File: src/rtl/mem_ctrl_pkg.sv
// -----------------------------------------------------------------------------
// mem_ctrl_pkg
//   Shared definitions for the memory-port arbiter/sequencer: access-length
//   encodings, the default IO window base, FSM state and owner encodings, and
//   a helper that turns an access length into a byte count.
// -----------------------------------------------------------------------------
package mem_ctrl_pkg;

    // Addresses at or above this value are memory-mapped IO.
    localparam logic [31:0] IO_BASE_DEFAULT = 32'h0003_0000;

    // LSB access-length encodings.
    localparam logic [1:0] MEM_LEN_BYTE = 2'd0;
    localparam logic [1:0] MEM_LEN_HALF = 2'd1;
    localparam logic [1:0] MEM_LEN_WORD = 2'd2;

    typedef enum logic [1:0] {
        MC_IDLE = 2'd0,
        MC_RD   = 2'd1,
        MC_WR   = 2'd2
    } mc_state_e;

    typedef enum logic {
        OWN_IF  = 1'b0,
        OWN_LSB = 1'b1
    } mc_owner_e;

    // Length 3 is illegal and is handled as a full word.
    function automatic logic [2:0] len_to_nbytes(input logic [1:0] len);
        case (len)
            MEM_LEN_BYTE: return 3'd1;
            MEM_LEN_HALF: return 3'd2;
            default:      return 3'd4;
        endcase
    endfunction

endpackage

File: src/rtl/mem_ctrl.sv
// -----------------------------------------------------------------------------
// mem_ctrl
//   Arbiter and byte sequencer for the single byte-wide RAM/IO port shared by
//   the instruction fetcher (IF) and the load/store buffer (LSB). One requester
//   is granted at a time (round-robin when both are pending); the granted
//   1/2/4-byte access is then issued one byte per cycle. Read data is
//   assembled little-endian and returned zero-extended.
//
// Ports
//   clk_in, rst_in        clock, asynchronous active-high reset
//   rdy_in                0 = freeze all state and outputs
//   rob_clear             flush: aborts an in-flight read, ignores new requests
//   io_buffer_full        stalls writes into the IO window
//   mem_din/mem_dout/mem_a/mem_wr   external byte port
//   if_req/if_addr -> if_done/if_data               4-byte instruction fetch
//   lsb_req/lsb_wr/lsb_len/lsb_addr/lsb_wdata -> lsb_done/lsb_rdata
// -----------------------------------------------------------------------------
module mem_ctrl
    import mem_ctrl_pkg::*;
#(
    parameter logic [31:0] IO_BASE = IO_BASE_DEFAULT
) (
    input  logic        clk_in,
    input  logic        rst_in,
    input  logic        rdy_in,
    input  logic        rob_clear,
    input  logic        io_buffer_full,
    input  logic [7:0]  mem_din,
    output logic [7:0]  mem_dout,
    output logic [31:0] mem_a,
    output logic        mem_wr,
    input  logic        if_req,
    input  logic [31:0] if_addr,
    output logic        if_done,
    output logic [31:0] if_data,
    input  logic        lsb_req,
    input  logic        lsb_wr,
    input  logic [1:0]  lsb_len,
    input  logic [31:0] lsb_addr,
    input  logic [31:0] lsb_wdata,
    output logic        lsb_done,
    output logic [31:0] lsb_rdata
);

    mc_state_e   state_q, state_d;
    mc_owner_e   owner_q, owner_d;
    mc_owner_e   last_grant_q, last_grant_d;
    logic [2:0]  cnt_q, cnt_d;         // bytes issued on the port so far
    logic [2:0]  rcnt_q, rcnt_d;       // read bytes captured so far
    logic        pend_q, pend_d;       // mem_din carries a requested byte this cycle
    logic [2:0]  nbytes_q, nbytes_d;
    logic [31:0] addr_q, addr_d;       // next byte address to issue
    logic [31:0] wbuf_q, wbuf_d;
    logic [31:0] rbuf_q, rbuf_d;
    logic [31:0] mem_a_q, mem_a_d;
    logic [7:0]  mem_dout_q, mem_dout_d;
    logic        wr_q, wr_d;
    logic        if_done_q, if_done_d;
    logic [31:0] if_data_q, if_data_d;
    logic        lsb_done_q, lsb_done_d;
    logic [31:0] lsb_rdata_q, lsb_rdata_d;

    logic        stall;
    logic        if_v, lsb_v, grant_lsb;
    logic [31:0] start_addr;
    logic [31:0] rbuf_ins;

    // The IO stall acts in the same cycle the byte is presented, so mem_wr is
    // gated combinationally rather than registered.
    assign stall = wr_q && io_buffer_full && (mem_a_q >= IO_BASE);

    assign mem_a     = mem_a_q;
    assign mem_dout  = mem_dout_q;
    assign mem_wr    = wr_q && !stall;
    assign if_done   = if_done_q;
    assign if_data   = if_data_q;
    assign lsb_done  = lsb_done_q;
    assign lsb_rdata = lsb_rdata_q;

    always_comb begin
        // NOTE: every signal assigned here gets a default first, so no path
        // leaves it unassigned and no latch is inferred.
        state_d      = state_q;
        owner_d      = owner_q;
        last_grant_d = last_grant_q;
        cnt_d        = cnt_q;
        rcnt_d       = rcnt_q;
        pend_d       = pend_q;
        nbytes_d     = nbytes_q;
        addr_d       = addr_q;
        wbuf_d       = wbuf_q;
        rbuf_d       = rbuf_q;
        mem_a_d      = mem_a_q;
        mem_dout_d   = mem_dout_q;
        wr_d         = wr_q;
        if_done_d    = 1'b0;
        if_data_d    = if_data_q;
        lsb_done_d   = 1'b0;
        lsb_rdata_d  = lsb_rdata_q;

        // A requester still seeing its own done pulse has not yet dropped req.
        if_v       = if_req  && !if_done_q  && !rob_clear;
        lsb_v      = lsb_req && !lsb_done_q && !rob_clear;
        grant_lsb  = lsb_v && (!if_v || last_grant_q == OWN_IF);
        start_addr = grant_lsb ? lsb_addr : if_addr;

        rbuf_ins = rbuf_q;
        if (pend_q) rbuf_ins[{rcnt_q[1:0], 3'b000} +: 8] = mem_din;

        case (state_q)
            MC_IDLE: begin
                mem_a_d = '0;
                wr_d    = 1'b0;
                if (if_v || lsb_v) begin
                    owner_d      = grant_lsb ? OWN_LSB : OWN_IF;
                    last_grant_d = grant_lsb ? OWN_LSB : OWN_IF;
                    nbytes_d     = grant_lsb ? len_to_nbytes(lsb_len) : 3'd4;
                    mem_a_d      = start_addr;
                    addr_d       = start_addr + 32'd1;
                    cnt_d        = 3'd1;
                    rcnt_d       = '0;
                    pend_d       = 1'b0;
                    rbuf_d       = '0;
                    wbuf_d       = lsb_wdata;
                    if (grant_lsb && lsb_wr) begin
                        state_d    = MC_WR;
                        wr_d       = 1'b1;
                        mem_dout_d = lsb_wdata[7:0];
                    end else begin
                        state_d = MC_RD;
                    end
                end
            end

            MC_RD: begin
                if (rob_clear) begin
                    state_d = MC_IDLE;
                    mem_a_d = '0;
                    pend_d  = 1'b0;
                end else begin
                    rbuf_d = rbuf_ins;
                    rcnt_d = rcnt_q + {2'b00, pend_q};
                    // The address on the port now is a real one if more bytes
                    // have been issued than already captured or arriving.
                    pend_d = cnt_q > (rcnt_q + {2'b00, pend_q});
                    if (cnt_q < nbytes_q) begin
                        mem_a_d = addr_q;
                        addr_d  = addr_q + 32'd1;
                        cnt_d   = cnt_q + 3'd1;
                    end else begin
                        mem_a_d = '0;
                    end
                    if (pend_q && rcnt_d == nbytes_q) begin
                        state_d = MC_IDLE;
                        mem_a_d = '0;
                        pend_d  = 1'b0;
                        if (owner_q == OWN_IF) begin
                            if_done_d = 1'b1;
                            if_data_d = rbuf_ins;
                        end else begin
                            lsb_done_d  = 1'b1;
                            lsb_rdata_d = rbuf_ins;
                        end
                    end
                end
            end

            MC_WR: begin
                // Stores are committed; rob_clear does not abort them.
                if (!stall) begin
                    if (cnt_q < nbytes_q) begin
                        mem_a_d    = addr_q;
                        addr_d     = addr_q + 32'd1;
                        mem_dout_d = wbuf_q[{cnt_q[1:0], 3'b000} +: 8];
                        cnt_d      = cnt_q + 3'd1;
                    end else begin
                        state_d    = MC_IDLE;
                        mem_a_d    = '0;
                        wr_d       = 1'b0;
                        lsb_done_d = 1'b1;
                    end
                end
            end

            default: state_d = MC_IDLE;
        endcase
    end

    // NOTE: state is updated only with non-blocking assignments so every flop
    // samples the values from before this edge.
    always_ff @(posedge clk_in or posedge rst_in) begin
        if (rst_in) begin
            state_q      <= MC_IDLE;
            owner_q      <= OWN_IF;
            last_grant_q <= OWN_IF;
            cnt_q        <= '0;
            rcnt_q       <= '0;
            pend_q       <= 1'b0;
            nbytes_q     <= '0;
            addr_q       <= '0;
            wbuf_q       <= '0;
            rbuf_q       <= '0;
            mem_a_q      <= '0;
            mem_dout_q   <= '0;
            wr_q         <= 1'b0;
            if_done_q    <= 1'b0;
            if_data_q    <= '0;
            lsb_done_q   <= 1'b0;
            lsb_rdata_q  <= '0;
        end else if (rdy_in) begin
            state_q      <= state_d;
            owner_q      <= owner_d;
            last_grant_q <= last_grant_d;
            cnt_q        <= cnt_d;
            rcnt_q       <= rcnt_d;
            pend_q       <= pend_d;
            nbytes_q     <= nbytes_d;
            addr_q       <= addr_d;
            wbuf_q       <= wbuf_d;
            rbuf_q       <= rbuf_d;
            mem_a_q      <= mem_a_d;
            mem_dout_q   <= mem_dout_d;
            wr_q         <= wr_d;
            if_done_q    <= if_done_d;
            if_data_q    <= if_data_d;
            lsb_done_q   <= lsb_done_d;
            lsb_rdata_q  <= lsb_rdata_d;
        end
    end

endmodule

File: config.mk
export PLATFORM = sky130hd
export DESIGN_NAME = mem_ctrl
export DESIGN_NICKNAME = d
export VERILOG_FILES = /design/src/rtl/mem_ctrl_pkg.sv /design/src/rtl/mem_ctrl.sv
export SDC_FILE = /design/constraint.sdc
export NUM_CORES = 1
export LEC_CHECK = 0
export BUFFER_PORTS_ARGS = -buffer_cell sky130_fd_sc_hd__buf_4
export CORE_ASPECT_RATIO = 0.6
export CORE_MARGIN = 8
export CORE_UTILIZATION = 60
export CTS_CLUSTER_SIZE = 10
export DETAILED_ROUTE_END_ITERATION = 10
export PLACE_DENSITY = 0.85
export SETUP_SLACK_MARGIN = 0.4
export SYNTH_ARGS = -nofsm -noshare
export SYNTH_HDL_FRONTEND = slang
export SYNTH_SLANG_ARGS = --single-unit
File: constraint.sdc
create_clock -name clk_in -period 10.2 [get_ports clk_in]
set_input_delay 1.02 -clock clk_in [delete_from_list [all_inputs] [get_ports clk_in]]
set_output_delay 1.02 -clock clk_in [all_outputs]
set_load 0.01 [all_outputs]
# Word-level counts from Yosys, hierarchy flattened
# Cells that the tools add are included.
dict set report word_totals {
  regBits 216
  inputBits 114
  output_inout_bits 107
  wordCells 131
}
dict set report op_classes {
  addsub 5
  n_lt_le_gt_ge 3
  n_eq_ne 11
  shift 3
  n_mux 59
  n_bitwise 2
  reduce_logical 32
}
# operator count
set ops {}
lappend ops {{32-bit two-way mux} 13}
lappend ops {{32-bit one-hot mux with 3 select lines} 2}
lappend ops {{32-bit by 1-bit adder with 32-bit output, second input constant} 2}
lappend ops {{32-bit one-hot mux with 2 select lines} 1}
lappend ops {{32-bit bitwise mux} 1}
lappend ops {{32-bit by 18-bit greater-or-equal comparator with 1-bit output, second input constant} 1}
lappend ops {{8-bit two-way mux} 4}
lappend ops {{8-bit by 7-bit variable shift with 32-bit output, first input constant} 1}
lappend ops {{32-bit by 6-bit indexed part select with 8-bit output} 1}
lappend ops {{8-bit by 7-bit indexed part select with 32-bit output} 1}
lappend ops {{3-bit two-way mux} 7}
lappend ops {{5-bit AND reduction} 4}
lappend ops {{1-bit two-way mux} 17}
lappend ops {{8-bit one-hot mux with 2 select lines} 1}
lappend ops {{2-bit two-way mux} 6}
lappend ops {{2-bit inequality test, second input constant} 6}
lappend ops {{3-bit one-hot mux with 2 select lines} 2}
lappend ops {{1-bit logical AND} 10}
lappend ops {{3-bit one-hot mux with 3 select lines} 1}
lappend ops {{3-bit AND reduction} 3}
lappend ops {{4-bit AND reduction} 2}
lappend ops {{5-bit negator with 7-bit output} 1}
lappend ops {{1-bit one-hot mux with 2 select lines} 3}
lappend ops {{2-bit one-hot mux with 3 select lines} 1}
lappend ops {{15 further kinds} 24}

# Depth between registers and ports, before layout
# Gate-level depths: netlist of run 1.
dict set report logic_depth {
  depth_word 10
  mapped_depth 14
  ltp_nobuf 10
}

# Worst setup path before layout of run 1
# OpenSTA, ideal clock, no wires.
dict set report synth_path {
  path_kind {input -> register}
  startpoint {in rob_clear}
  endpoint {reg addr_q[12]}
  setup_time_ns 0.124
  arrival_ns 3.627
  required_ns 10.076
  path_slack_ns 6.449
  cell_stages 11
  n_path_buf 1
  path_cell_list {or3b_1 buf_6 nor2_8 mux2_4 o21a_1 ha_1 inv_1 or4_4 a211o_1 mux2_4 a211o_1}
}
dict set report synth_between {
  elab_chain_len 9
  elab_cells_between_ends 14
  classes_between {1 x add/sub; 2 x eq/ne; 3 x mux; 8 x reduce/logical}
}
# item line
set synth_lines {}
lappend synth_lines {{from (decl)} mem_ctrl.sv:26} ;# input logic rob_clear,
lappend synth_lines {{1-bit logical NOT} {mem_ctrl.sv:102, mem_ctrl.sv:103}}
lappend synth_lines {{1-bit logical AND} mem_ctrl.sv:102} ;# if_v = if_req && !if_done_q && !rob_clear;
lappend synth_lines {{1-bit logical NOT} mem_ctrl.sv:104} ;# grant_lsb = lsb_v && (!if_v || last_grant_q == OWN_IF);
lappend synth_lines {{1-bit logical OR} mem_ctrl.sv:104}
lappend synth_lines {{1-bit logical AND} mem_ctrl.sv:104}
lappend synth_lines {{32-bit two-way mux} mem_ctrl.sv:105} ;# start_addr = grant_lsb ? lsb_addr : if_addr;
lappend synth_lines {{32-bit by 1-bit adder with 32-bit output} mem_ctrl.sv:119} ;# addr_d = start_addr + 32'd1;
lappend synth_lines {{32-bit two-way mux} mem_ctrl.sv:114} ;# if (if_v || lsb_v) begin
lappend synth_lines {{32-bit one-hot mux with 3 select lines} mem_ctrl.sv:110} ;# case (state_q)
lappend synth_lines {{to (signal assigned)} mem_ctrl.sv:218} ;# addr_q <= addr_d;
lappend synth_lines {{to (decl)} mem_ctrl.sv:52} ;# logic [31:0] addr_q, addr_d;
# Several ways; a longest one is shown, not always the timed one. The select of a mux whose other input is x is not followed.
# A chain may end at the register's enable or synchronous reset.

# Worst setup path in the final report of run 1
# Ends and elaborated chain as after synthesis.

==> flow_metrics.env, run 1 <==
export IMPL_grt_max_degree=140
export IMPL_core_area_mm2=0.01802
export IMPL_synth_ff_type="dfrtp_1"
export IMPL_crit_type="input pin to flop"
export IMPL_reg2reg_from="lsb_done"
export IMPL_holdPathStages=2
export IMPL_hp_class="flop to flop"
export IMPL_worstPathRequired_ns=10.60
export IMPL_final_antenna_net_count=0
export IMPL_yosys_warnings=0
export IMPL_synth_common_cells="dfrtp_1, a21oi_1, nor2_1"
export IMPL_cp_end_kind="flop"
export IMPL_grt_pass1_wl_um=50830
export IMPL_yosysUniqueCellTypes=61
export IMPL_via_per_inst=6.174
export IMPL_maxSlewHeadroom=0.1152
export IMPL_syn_inst=1141
export IMPL_place_gp_congestion=0.8760
export IMPL_synth_most_common_cell="dfrtp_1"
export IMPL_dp_hpwl_um=22480
export IMPL_ys_ff_latch=216
export IMPL_fmax_mhz=237.2
export IMPL_period_share=0.4133
export IMPL_areaGrowthSynthToFinish_pct=21.95
export IMPL_synth_edff_count=0
export IMPL_slowest_stage="or4_4"
export IMPL_post_cts_resized=0
export IMPL_portBuffers=220
export IMPL_min_period_ns=4.216
export IMPL_hold_violations=0
export IMPL_final_setup_tns_ns=0
export IMPL_numClockSinks=216
export IMPL_status="finished clean"
export IMPL_cellLeakagePower_nw=6.017
export IMPL_drtPass1Iterations=5
export IMPL_start_util=0.6095
export IMPL_die_w_um=190.7
export IMPL_cp_startpoint="rob_clear"
export IMPL_hold_buffers=0
export IMPL_antenna_found_initial=2
export IMPL_drive_above_1_share=0.2489
export IMPL_reg2regPathDepth=11
export IMPL_cp_max_fo=36
export IMPL_yosysSeqAreaShare=0.4921
export IMPL_vdd_drop_max_v=0.0001549
export IMPL_cp_cell_sequence="buf_4, or3b_1, buf_4, nor2_8, mux2_4, o21a_1, ha_1, inv_1, or4_4, a211o_1, mux2_4, a211o_1"
export IMPL_tightest_slew_ns=1.327
export IMPL_maxSlewViolCount=0
export IMPL_regToRegSetupSlack_ns=6.17
export IMPL_hold_start="lsb_rdata[16]"
export IMPL_holdWs_ns=0.4798
export IMPL_worst_skew_pair_late_latency_ns=0.51
export IMPL_setup_viol=0
export IMPL_syn_nets=1273
export IMPL_grtUsageTotal=0.2715
export IMPL_fin_skew_ns=0.01775
export IMPL_async_reset_ff_frac=1.000
export IMPL_start_kind="input pin"
export IMPL_cts_max_path_buffers=3
export IMPL_drt_iter0_drc=1082
export IMPL_dieArea_mm2=0.02303
export IMPL_die_h_um=120.8
export IMPL_top_level_ports=221
export IMPL_vias=9674
export IMPL_cts_tree="done"
export IMPL_cts_htree_levels=1
export IMPL_overflow=0
export IMPL_maxCapViolations=0
export IMPL_nets=1458
export IMPL_clk_pin_slew_ns=0.06
export IMPL_cts_root_buf="clkbuf_16"
export IMPL_grt_pass1_vias=9224
export IMPL_netlist_area_mm2=0.01098
export IMPL_post_dp_cell_area_mm2=0.01276
export IMPL_rsz0062_at_grt="false"
export IMPL_syn_area_per_cell_um2=9.626
export IMPL_wire_per_inst_um=20.70
export IMPL_cts_setup_buffers=0
export IMPL_min_to="lsb_rdata[16]"
export IMPL_drc=0
export IMPL_synthDominantCellAreaShare=0.4921
export IMPL_ys_top_cells_by_area="dfrtp_1, a21oi_1, a22oi_1"
export IMPL_fin_area_mm2=0.01339
export IMPL_synth_top_area_cell="dfrtp_1"
export IMPL_cts_buffers=25
export IMPL_rows=38
export IMPL_regToRegEndpoint="addr_q[12]"
export IMPL_cp_top_family="simple AND/OR/NAND/NOR gates"
export IMPL_cp_num_buf_inv=3
export IMPL_cp_arrival_ns=4.61
export IMPL_cp_slowest_stage_delay_ns=0.65
export IMPL_power_density_mw_per_mm2=254.2
export IMPL_drt_wl_total_um=32440
cell type report:
cell class,instances,area (um^2)
diodes,1,2.502
clock buffers,26,629.4
clock inverters,1,5.005
fillers,1277,4626
inverters,29,116.4
multi-input cells,820,5179
flip-flops and latches,216,5405
well taps,240,300.3
repair buffers,234,1757
per-stage QoR:
stage	cells	power, mW	utilization	setup WS, ns
global placement	1539	2.576	0.7080	5.616
finish	1567	3.405	0.7433	5.984
detailed placement	1539	2.632	0.7080	5.562
floorplan	1141	2.164	-	3.272
CTS	1566	3.398	0.7432	6.083
global route	1566	3.596	0.7432	5.896
cells in the final DEF (no fill, tap or decap), types with 3 or more instances in the layout:
master / instances
buf_4: 234
dfrtp_1: 216
a21oi_1: 130
nand2_1: 119
nor2_1: 118
a22oi_1: 63
o21ai_0: 56
mux2_2: 36
a22o_1: 33
nor2b_1: 30
inv_1: 28
a31oi_1: 27
clkbuf_16: 25
o21ai_1: 20
ha_1: 17
xnor2_1: 16
nand3_1: 16
xor2_1: 15
mux2i_1: 13
nor3_1: 9
nand2b_1: 8
mux4_2: 8
nand4_1: 7
nor4_1: 6
o22ai_1: 5
a21o_1: 4
a21oi_2: 4
nor2_4: 3
nor4b_1: 3
nand3b_1: 3
nand4b_1: 3
o211ai_1: 3
and3_1: 3
state kept, by name (all words and copies together) (netlist names):
signal / flops
rcnt_q: 3
wbuf_q: 32
rbuf_q: 32
last_grant_q: 1
cnt_q: 3
if_done: 1
addr_q: 32
wr_q: 1
lsb_done: 1
mem_dout: 8
pend_q: 1
if_data: 32
mem_a: 32
nbytes_q: 3
lsb_rdata: 32
state_q: 2
tightest hold or removal path, delay by kind of cell, from the launching register on:
family | cells | cell delay (ns)
DFF | 1 | 0.34
AOI/OAI and AO/OA | 1 | 0.06
and+or+nand+nor | 1 | 0.05
where the power goes:
| part | internal [mW] | switching [mW] | leakage, nW |
|---|---|---|---|
| Combinational | 0.595 | 0.745 | 2.97 |
| Clock | 0.430 | 0.322 | 0.313 |
| Sequential | 1.11 | 0.202 | 2.74 |
| Total | 2.14 | 1.27 | 6.02 |
how the worst max path moves through the flow:
stage | cells after the start | end
floorplan | 1 | addr_q[0]
global placement | 12 | addr_q[12]
detailed placement | 12 | addr_q[12]
CTS | 12 | addr_q[12]
global route | 9 | addr_q[12]
finish | 12 | addr_q[12]
logic make-up after synthesis:
family | count (synthesis) | synth area share
and+or+nand+nor | 349 | 0.1500
muxes | 59 | 0.06790
buffers and inverters | 105 | 0.03976
adders and majority gates | 18 | 0.02051
xor gates and xnor gates | 31 | 0.02472
AOI/OAI and AO/OA | 363 | 0.2049
DFF | 216 | 0.4921
routing by layer:
layer,part of all wire,vias to the layer above,track usage
met5,0.00040,-,0
met4,0.013,2,0.04730
met3,0.11,42,0.08166
met2,0.42,519,0.3820
met1,0.45,4679,0.4105
li1,-,4432,-
No activity file was read; power rests on OpenSTA's default activity.
==> run 2: changes to the inputs <==
--- a/config.mk
+++ b/config.mk
@@ -8,10 +8,10 @@
 export BUFFER_PORTS_ARGS = -buffer_cell sky130_fd_sc_hd__buf_4
 export CORE_ASPECT_RATIO = 0.6
 export CORE_MARGIN = 8
-export CORE_UTILIZATION = 60
+export CORE_UTILIZATION = 50
 export CTS_CLUSTER_SIZE = 10
 export DETAILED_ROUTE_END_ITERATION = 10
-export PLACE_DENSITY = 0.85
+export PLACE_DENSITY = 0.76
 export SETUP_SLACK_MARGIN = 0.4
 export SYNTH_ARGS = -nofsm -noshare
 export SYNTH_HDL_FRONTEND = slang
==> constraint.sdc (replaced) <==
create_clock -name clk_in -period 3.38 [get_ports clk_in]
set_input_delay 0.338 -clock clk_in [delete_from_list [all_inputs] [get_ports clk_in]]
set_output_delay 0.338 -clock clk_in [all_outputs]
set_load 0.01 [all_outputs]
==> run 2 against run 1 <==
Clock skew increased by 0.0064 ns. First-iteration DRC count decreased by 1.0%. Critical path depth decreased by 2. Combinational power increased to 3.4 times the previous value. Clock power increased to 3.1 times the previous value. Clock-buffer cell count increased by 2. Non-clock buffer count increased by 61. Via count increased by 1.7%. Final area increased by 5.7%. Global-route usage decreased by 2.8 points. Worst hold slack got worse by 0.42 ns. Critical endpoint unchanged.
==> flow_metrics.env, run 2 (synthesized netlist as in run 1, its figures left out) <==
export IMPL_status="finished clean"
export IMPL_drc=0
export IMPL_reg2reg_from="if_done"
export IMPL_maxSlewHeadroom=0.4888
export IMPL_post_route_util=0.6492
export IMPL_cp_arrival_ns=3.45
export IMPL_die_w_um=207.3
export IMPL_min_period_ns=3.061
export IMPL_layout_common_cells="buf_4, dfrtp_1, a21oi_1"
export IMPL_period_share=0.9055
export IMPL_regToRegSetupSlack_ns=0.32
export IMPL_fill_cells=1751
export IMPL_rsz0062_at_grt="true"
export IMPL_drive_above_1_share=0.2952
export IMPL_cts_htree_levels=1
export IMPL_worst_skew_pair_late_latency_ns=0.52
export IMPL_final_antenna_net_count=0
export IMPL_cp_num_cells=10
export IMPL_crit_path_frequent_cell="a211o_1"
export IMPL_cp_num_buf_inv=2
export IMPL_cp_slowest_stage_delay_ns=0.54
export IMPL_hold_violations=0
export IMPL_cellLeakagePower_nw=6.381
export IMPL_die_h_um=130.8
export IMPL_fmax_mhz=326.7
export IMPL_drtPass1Iterations=5
export IMPL_grtUsageTotal=0.2433
export IMPL_start_kind="flop"
export IMPL_dp_hpwl_um=24190
export IMPL_areaGrowthSynthToFinish_pct=28.91
export IMPL_cts_root_buf="clkbuf_16"
export IMPL_multi_input_area_mm2=0.005284
export IMPL_grt_pass1_wl_um=53850
export IMPL_grt_max_degree=72
export IMPL_holdPathStages=2
export IMPL_min_to="wbuf_q[29]"
export IMPL_vias=9836
export IMPL_cts_buffers=25
export IMPL_rows=42
export IMPL_slowest_stage="or4_4"
export IMPL_via_per_inst=5.872
export IMPL_power_density_mw_per_mm2=763.6
export IMPL_crit_type="flop to flop"
export IMPL_final_setup_tns_ns=0
export IMPL_cp_end_kind="flop"
export IMPL_dieArea_mm2=0.02712
export IMPL_cp_cell_sequence="and3b_4, nor2_8, buf_4, o311ai_4, ha_2, inv_2, or4_4, a211o_1, mux2_4, a211o_1"
export IMPL_start_util=0.5036
export IMPL_maxSlewViolCount=0
export IMPL_final_common_cell="buf_4"
export IMPL_clk_pin_slew_ns=0.06
export IMPL_cts_tree="done"
export IMPL_post_place_ws_ns=0.06657
export IMPL_hp_class="input pin to flop"
export IMPL_worstPathRequired_ns=3.77
export IMPL_vdd_drop_max_v=0.0003786
export IMPL_wire_per_inst_um=20.37
export IMPL_overflow=0
export IMPL_regToRegEndpoint="addr_q[12]"
export IMPL_tightest_slew_ns=0.7651
export IMPL_core_area_mm2=0.02181
export IMPL_grt_pass1_vias=9693
export IMPL_portBuffers=220
export IMPL_holdWs_ns=0.05923
export IMPL_worst_slack_ns=0.3194
export IMPL_maxCapViolations=0
export IMPL_drt_iter0_drc=1071
export IMPL_place_gp_congestion=0.8896
export IMPL_cp_top_family="simple AND/OR/NAND/NOR gates"
export IMPL_seqCellArea_mm2=0.005406
export IMPL_diodes=0
export IMPL_reg2regPathDepth=10
export IMPL_drt_wl_total_um=34120
export IMPL_cts_max_path_buffers=3
export IMPL_cp_max_fo=4
export IMPL_antenna_found_initial=0
export IMPL_hold_start="lsb_wdata[29]"
export IMPL_numClockSinks=216
export IMPL_fin_skew_ns=0.02415
export IMPL_top_level_ports=221
export IMPL_setup_viol=0
export IMPL_nets=1519
-- run 2: cell count changes in the layout (fill, tap and decap cells not counted), sizes merged --
| cell | change |
|---|---|
| clkinvlp | +1 |
| diode | -1 |
| buf | +57 |
| clkbuf | +3 |
| clkinv | -1 |
| dlygate4sd3 | +3 |
-- run 2: final cells by class --
| class | count | share of cell area |
|---|---|---|
| Clock buffer | 28 | 0.04569 |
| Clock inverter | 1 | 0.0006186 |
| Inverter | 29 | 0.007953 |
| Timing Repair Buffer | 295 | 0.1654 |
| Sequential cell | 216 | 0.3818 |
| Tap cell | 286 | 0.02527 |
| Multi-Input combinational cell | 820 | 0.3732 |
-- run 2: timing repair --
item / 4_1_cts / 5_1_grt
gates cloned: 0 / 1
endpoints found under the hold margin: 28 / 0
resized for setup: 16 / 15
setup buffers: 10 / 15
hold buffers: 3 / 0
endpoints found under the setup margin: 19 / 19
pin swaps: 9 / 13
-- run 2: worst max-delay path by stage --
stage / from / slack, ns / to
global route: if_done / 0.25 / addr_q[12]
finish: if_done / 0.32 / addr_q[12]
floorplan: rst_in / 0.23 / addr_q[0]
detailed placement: if_done / 0.07 / addr_q[12]
CTS: lsb_done / 0.28 / addr_q[12]
global placement: rob_clear / 0.18 / addr_q[12]
-- run 2: per-stage QoR --
stage               power [mW]  instances  cell area, um^2
finish                   10.81       1675            14160
global route             11.47       1675            14160
CTS                      10.63       1659            13940
detailed placement       8.133       1617            13110
global placement         7.996       1617            13110
floorplan                6.594       1141            11030
-- run 2: metal layers --
metal,up-vias,part of all wire,GRT usage
met5,-,0,0
met4,0,0.014,0.05023
met3,39,0.097,0.06265
met2,450,0.41,0.3432
met1,4780,0.48,0.3692
li1,4567,-,-
-- run 2: where the power goes --
group | total [mW] | switching (mW) | internal (mW) | leakage [nW]
Sequential | 3.87 | 0.520 | 3.35 | 2.74
Clock | 2.34 | 1.00 | 1.33 | 0.322
Combinational | 4.60 | 2.44 | 2.16 | 3.32
Total | 10.8 | 3.97 | 6.84 | 6.38
